## config.mk

```make
export PLATFORM = sky130hd
export DESIGN_NAME = aes_shift_rows_unit
export DESIGN_NICKNAME = d
export VERILOG_FILES = /design/src/rtl/aes_shift_rows_unit.sv
export SDC_FILE = /design/constraint.sdc
export NUM_CORES = 1
export LEC_CHECK = 0
export BUFFER_PORTS_ARGS = -buffer_cell sky130_fd_sc_hd__buf_2
export CAP_MARGIN = 0
export CORE_AREA = 2 2 200 202
export CTS_BUF_LIST = sky130_fd_sc_hd__clkbuf_8
export CTS_CLUSTER_SIZE = 10
export DETAILED_ROUTE_END_ITERATION = 8
export DIE_AREA = 0 0 202 204
export PLACE_DENSITY = 0.53
export SYNTH_ARGS = -nofsm -noshare
export SYNTH_HDL_FRONTEND = slang
export SYNTH_SLANG_ARGS = --single-unit
```

## constraint.sdc

```tcl
create_clock -name clk -period 0.8 [get_ports clk]
set_input_delay 0.04 -clock clk [delete_from_list [all_inputs] [get_ports clk]]
set_output_delay 0.04 -clock clk [all_outputs]
set_load 0.05 [all_outputs]
```

## src/rtl/aes_shift_rows_unit.sv

```systemverilog
// aes_shift_rows_unit
//   AES ShiftRows / InvShiftRows byte permutation on one 128-bit state.
//   The direction is selectable per beat. The output is registered when
//   REGISTER_OUTPUT=1 (latency 1) and combinational when REGISTER_OUTPUT=0
//   (latency 0). Both raw permutations are also exported combinationally.
//
// Parameters
//   REGISTER_OUTPUT : 1 = registered out_* (latency 1); 0 = combinational out_*
//
// Ports
//   clk        in   1    clock, rising-edge
//   rst_n      in   1    synchronous active-low reset
//   in_valid   in   1    beat present on in_state/inv
//   inv        in   1    0 = ShiftRows, 1 = InvShiftRows (sampled with in_valid)
//   in_state   in   128  state, byte k = in_state[127-8k -: 8]
//   out_valid  out  1    out_state carries a result
//   out_state  out  128  permuted state, same byte order
//   fwd_comb   out  128  ShiftRows(in_state), combinational
//   inv_comb   out  128  InvShiftRows(in_state), combinational
module aes_shift_rows_unit #(
  parameter bit REGISTER_OUTPUT = 1'b1
) (
  input  logic         clk,
  input  logic         rst_n,
  input  logic         in_valid,
  input  logic         inv,
  input  logic [127:0] in_state,
  output logic         out_valid,
  output logic [127:0] out_state,
  output logic [127:0] fwd_comb,
  output logic [127:0] inv_comb
);

  logic [127:0] w_fwd;
  logic [127:0] w_inv;
  logic [127:0] w_sel;

  // Byte (4c+r) is matrix cell s[r][c]. Forward takes s[r][(c+r)%4],
  // inverse takes s[r][(c-r)%4]; pure wiring, row 0 is a pass-through.
  always_comb begin
    w_fwd = '0;
    w_inv = '0;
    for (int unsigned r = 0; r < 4; r++) begin
      for (int unsigned c = 0; c < 4; c++) begin
        w_fwd[127 - 8*(4*c + r) -: 8] = in_state[127 - 8*(4*((c + r) % 4) + r) -: 8];
        w_inv[127 - 8*(4*c + r) -: 8] = in_state[127 - 8*(4*((c + 4 - r) % 4) + r) -: 8];
      end
    end
  end

  assign fwd_comb = w_fwd;
  assign inv_comb = w_inv;
  assign w_sel    = inv ? w_inv : w_fwd;

  generate
    if (REGISTER_OUTPUT) begin : g_reg
      logic         r_valid;
      logic [127:0] r_state;

      // State only loads on a valid beat, so inv is ignored while idle.
      always_ff @(posedge clk) begin
        if (!rst_n) begin
          r_valid <= 1'b0;
          r_state <= '0;
        end else begin
          r_valid <= in_valid;
          if (in_valid) begin
            r_state <= w_sel;
          end
        end
      end

      assign out_valid = r_valid;
      assign out_state = r_state;
    end else begin : g_comb
      logic w_unused_clk_rst;
      assign w_unused_clk_rst = clk ^ rst_n;

      assign out_valid = in_valid;
      assign out_state = w_sel;
    end
  endgenerate

endmodule

```

# Word level (Yosys, flattened, before mapping)
# Cells that the tools add are included.
# totals
n_memories	0
latchBits	0
elab_cells	3
mem_bits_rw	0
input_bits	132
rom_bits	0
register_bits	129
out_inout_bits	385
# op_classes
n_eq_ne	0
reduce_logical	0
mux	1
div	0
shift	0
bitwise_logic	0
addsub	0
magnitude_cmp	0
multipliers	0
# op_table
cell	n
120-bit two-way mux	1

# Longest topological paths before layout
# depth
ltp_word	1
ltp_mapped	5
depth_no_buf	2

# Worst setup path after synthesis
# No wires, ideal clock.
# synth_path
path_kind	register to register
start	register out_state[0] (netlist name)
end	register g_reg.r_state[0] (netlist: out_state[0])
required_ps	730
stages_incl_launch_ff	3
setup_ps	70
path_slack_ps	-109
period_less_slack_ps	909
arrival_time_ps	839
n_path_buf	0
path_cell_list	dfxtp_1 -> o21ai_0 -> a21oi_1
# synth_rtl
item	line	text
end signal: assignment	68	r_state <= w_sel;
end: declaration	58	logic [127:0] r_state;

# Worst setup path after layout
# layout_path
start	register g_reg.r_state[64] (netlist: out_state[64])
end	output port out_state[64]
# layout_rtl
item	line	text
end: declaration	29	output logic [127:0] out_state,
# No word-level cell between the ends.

==> run metrics <==
dominant delay contributor by cell family on the critical path=flip-flops; number of routed nets with antenna violations=0; FMAX=967 MHz; final WL=22,700 um; met1 wire length=8980 um; DRC violations left=0; Core Region=39,200 um^2; leakage component of the power=5.56 nW; slew margin rel.=80.2%; level count of the clock H-tree=4; total via count in the routed design=6,270; clock transition at the registers of the reported paths=0.09 ns; violations in the final reports=setup timing; Die Width=202 um; setup clock skew after layout=0 ns; sequential share of power=32.9%; instance count after placement with tap cells included=1,512; largest net degree at the start of global routing=69; biggest cell delay along the critical path=0.38 ns; worst path buffer plus inverter count=1; I/O pin count=517; Post-Synthesis Cell Area=7200 um^2; aggregate global routing overflow=0; category of the critical setup timing path=reg2out; wire length of the first global-routing pass=33,100 um; flop2flop setup slack=-0.05 ns; DRC marker count from the first detailed-route iteration=168; standard cell with the maximum stage delay on the critical path=sky130_fd_sc_hd__dfxtp_4; reg2reg path depth=4; area growth from synthesis to layout=62.1%; type of origin of the critical path=flop; max-slew violations=0; met3 wire length=1430 um; routed wirelength normalized by instance count=13.5 um; WP data required=0.76 ns; weighted congestion at the end of routability-driven global placement=0.740; layout cell share with drive strength beyond 1=61.1%; drt via density=3.73; placed cell areas=8580 um^2; final period utilization=129%; switching part of the total power=39.6%; setup repair after global routing missed its margin=true; depth of the worst hold-timing path=3; leading area contributor after synthesis=sky130_fd_sc_hd__dfxtp_1; routed length on met2=12,000 um; area share of the largest cell type after synthesis=35.9%; sequence of cells on the critical path=buf_8; number of clock sinks seen by CTS=129; post-synthesis cell type count=13; number of buffers added on ports=516; maximum buffer depth of the clock tree=2; yosys synthesis warning count=0; Hold EP=out_state[126]$_SDFFE_PN0P_; fin worst setup slack=-0.234 ns; non-filler instance count after layout=1,679; net switching power figure=8.82 mW; Final setup violation count=131; endpoint of the worst register-to-register path=out_state[100]$_SDFFE_PN0P_; peak ir drop on the vdd network=1.01 mV; Mapped Cells=749; number of antenna violations at the first check in global routing=0; Mapped Nets=881; source-to-sink clock delay at the later pin of the worst-skew pair=0.47 ns; critical path capture point type=output port; outcome=finished, violations left; Avg Cell Area, Syn=9.61 um^2; clock network power share=29.8%; total power of the final layout=22.3 mW; Die Span Y=204 um; max-capacitance violation count=0; Pre-antenna DRT Iters=6; total die area=41,200 um^2; maximum fanout count along the critical path=2; share of synthesized area occupied by flip-flops and latches=35.9%; # rows=73; biggest area contributors in the synthesized netlist=sky130_fd_sc_hd__dfxtp_1 36%, sky130_fd_sc_hd__buf_4 27%, sky130_fd_sc_hd__mux2i_1 18%; combinational power share=37.3%; time the worst path needs with I/O delays and setup=1.03 ns; power density normalized to cell area=1910 nW/um^2; Net count, final=1,273; worst-margin pin slew=0.299 ns; beginning of the worst hold path=rst_n; cell at the root of the clock tree=sky130_fd_sc_hd__clkbuf_8; number of storage elements in the synthesis netlist=129; CP Data Arrival Time=0.99 ns; total CTS buffers=17; TritonCTS clock tree=yes; internal power contribution=13.4 mW; vias in the first global route=5,877; total global routing track utilization=10.4%; Post-DP HPWL=15,500 um; final core occ=29.8%; initial core utilization=18.4%; Post-Layout Inst Area=11,700 um^2; startpoint of the worst register-to-register path=out_state[100]$_SDFFE_PN0P_; topmost layer with routed signal wires=met4; pre-CTS worst setup slack=-0.104 ns; final-report hold violation count=0; worst hold path type=in2reg; diode count=0
Yosys cell counts (all sizes together):
| cell type | number |
|---|---|
| a21oi | 64 |
| and2 | 1 |
| buf | 288 |
| clkbuf | 11 |
| dfxtp | 129 |
| mux2i | 128 |
| nor2b | 64 |
| o21ai | 64 |
cell type report:
class / instances / area, um^2
fill: 4011 / 27500
sequential: 129 / 2760
multi-input combinational: 321 / 2330
clock inverter: 12 / 181
clock buffer: 20 / 275
tap: 525 / 657
timing repair buffer: 672 / 5470
layout by cell type (no fill, tap or decap), drive strengths merged:
master / count
a21oi: 64
o21ai: 64
bufinv: 4
clkbuf: 20
clkinv: 3
and2: 1
mux2i: 128
buf: 544
dfxtp: 129
clkinvlp: 3
inv: 2
nor2b: 64
dlygate4sd3: 128
flip-flops by register name, summed over array words and instances, names as in the netlist:
signal,count
out_state,128
out_valid,1
per-layer routing:
| metal | track usage (%) | vias to the layer above |
|---|---|---|
| li1 | - | 3026 |
| met1 | 11.7 | 2956 |
| met2 | 18.9 | 272 |
| met3 | 2.79 | 16 |
| met4 | 3.62 | 0 |
| met5 | 0 | - |
per-stage QoR:
| stage | hold slack, ns | TNS [ns] |
|---|---|---|
| after floorplan | 0.209 | 0 |
| after global placement | 0.318 | -4.09 |
| after detailed placement | 0.330 | -5.40 |
| after CTS | 0.00284 | -34.76 |
| after global routing | 0.0196 | -35.66 |
| final | 0.0653 | -25.73 |
power groups by stage:
stage	registers, mW	clock network (mW)	logic, mW
after floorplan	8.80	0	4.54
after global placement	7.28	0	6.95
after detailed placement	7.29	0	6.97
after CTS	7.31	7.03	8.24
after global routing	7.38	7.28	8.64
final	7.33	6.63	8.31
cells by family after synthesis:
group	synth area share (%)
AO/OA/AOI/OAI	8.90
buffers and inverters	31.8
flip-flops	35.9
multiplexers	17.8
AND/OR/NAND/NOR	5.65
how the worst max path moves through the flow:
stage	from	endpoint	slack, ns	depth (start not counted)
6_report	out_state[64]$_SDFFE_PN0P_	out_state[64]	-0.23	1
5_1_grt	out_state[125]$_SDFFE_PN0P_	out_state[125]	-0.32	1
4_1_cts	out_state[22]$_SDFFE_PN0P_	out_state[22]	-0.32	1
3_5_place_dp	inv	out_state[114]$_SDFFE_PN0P_	-0.10	4
3_3_place_gp	in_valid	out_state[29]$_SDFFE_PN0P_	-0.08	4
2_1_floorplan	in_valid	out_state[103]$_SDFFE_PN0P_	0.05	5
repair_timing:
action | 4_1_cts | 5_1_grt
resized for setup | 365 | 26
hold endpoints to repair | 128 | 0
setup endpoints to repair | 129 | 137
hold buffers | 130 | 0
setup buffers | 3 | 4
Power figures use the tool's default switching activity.
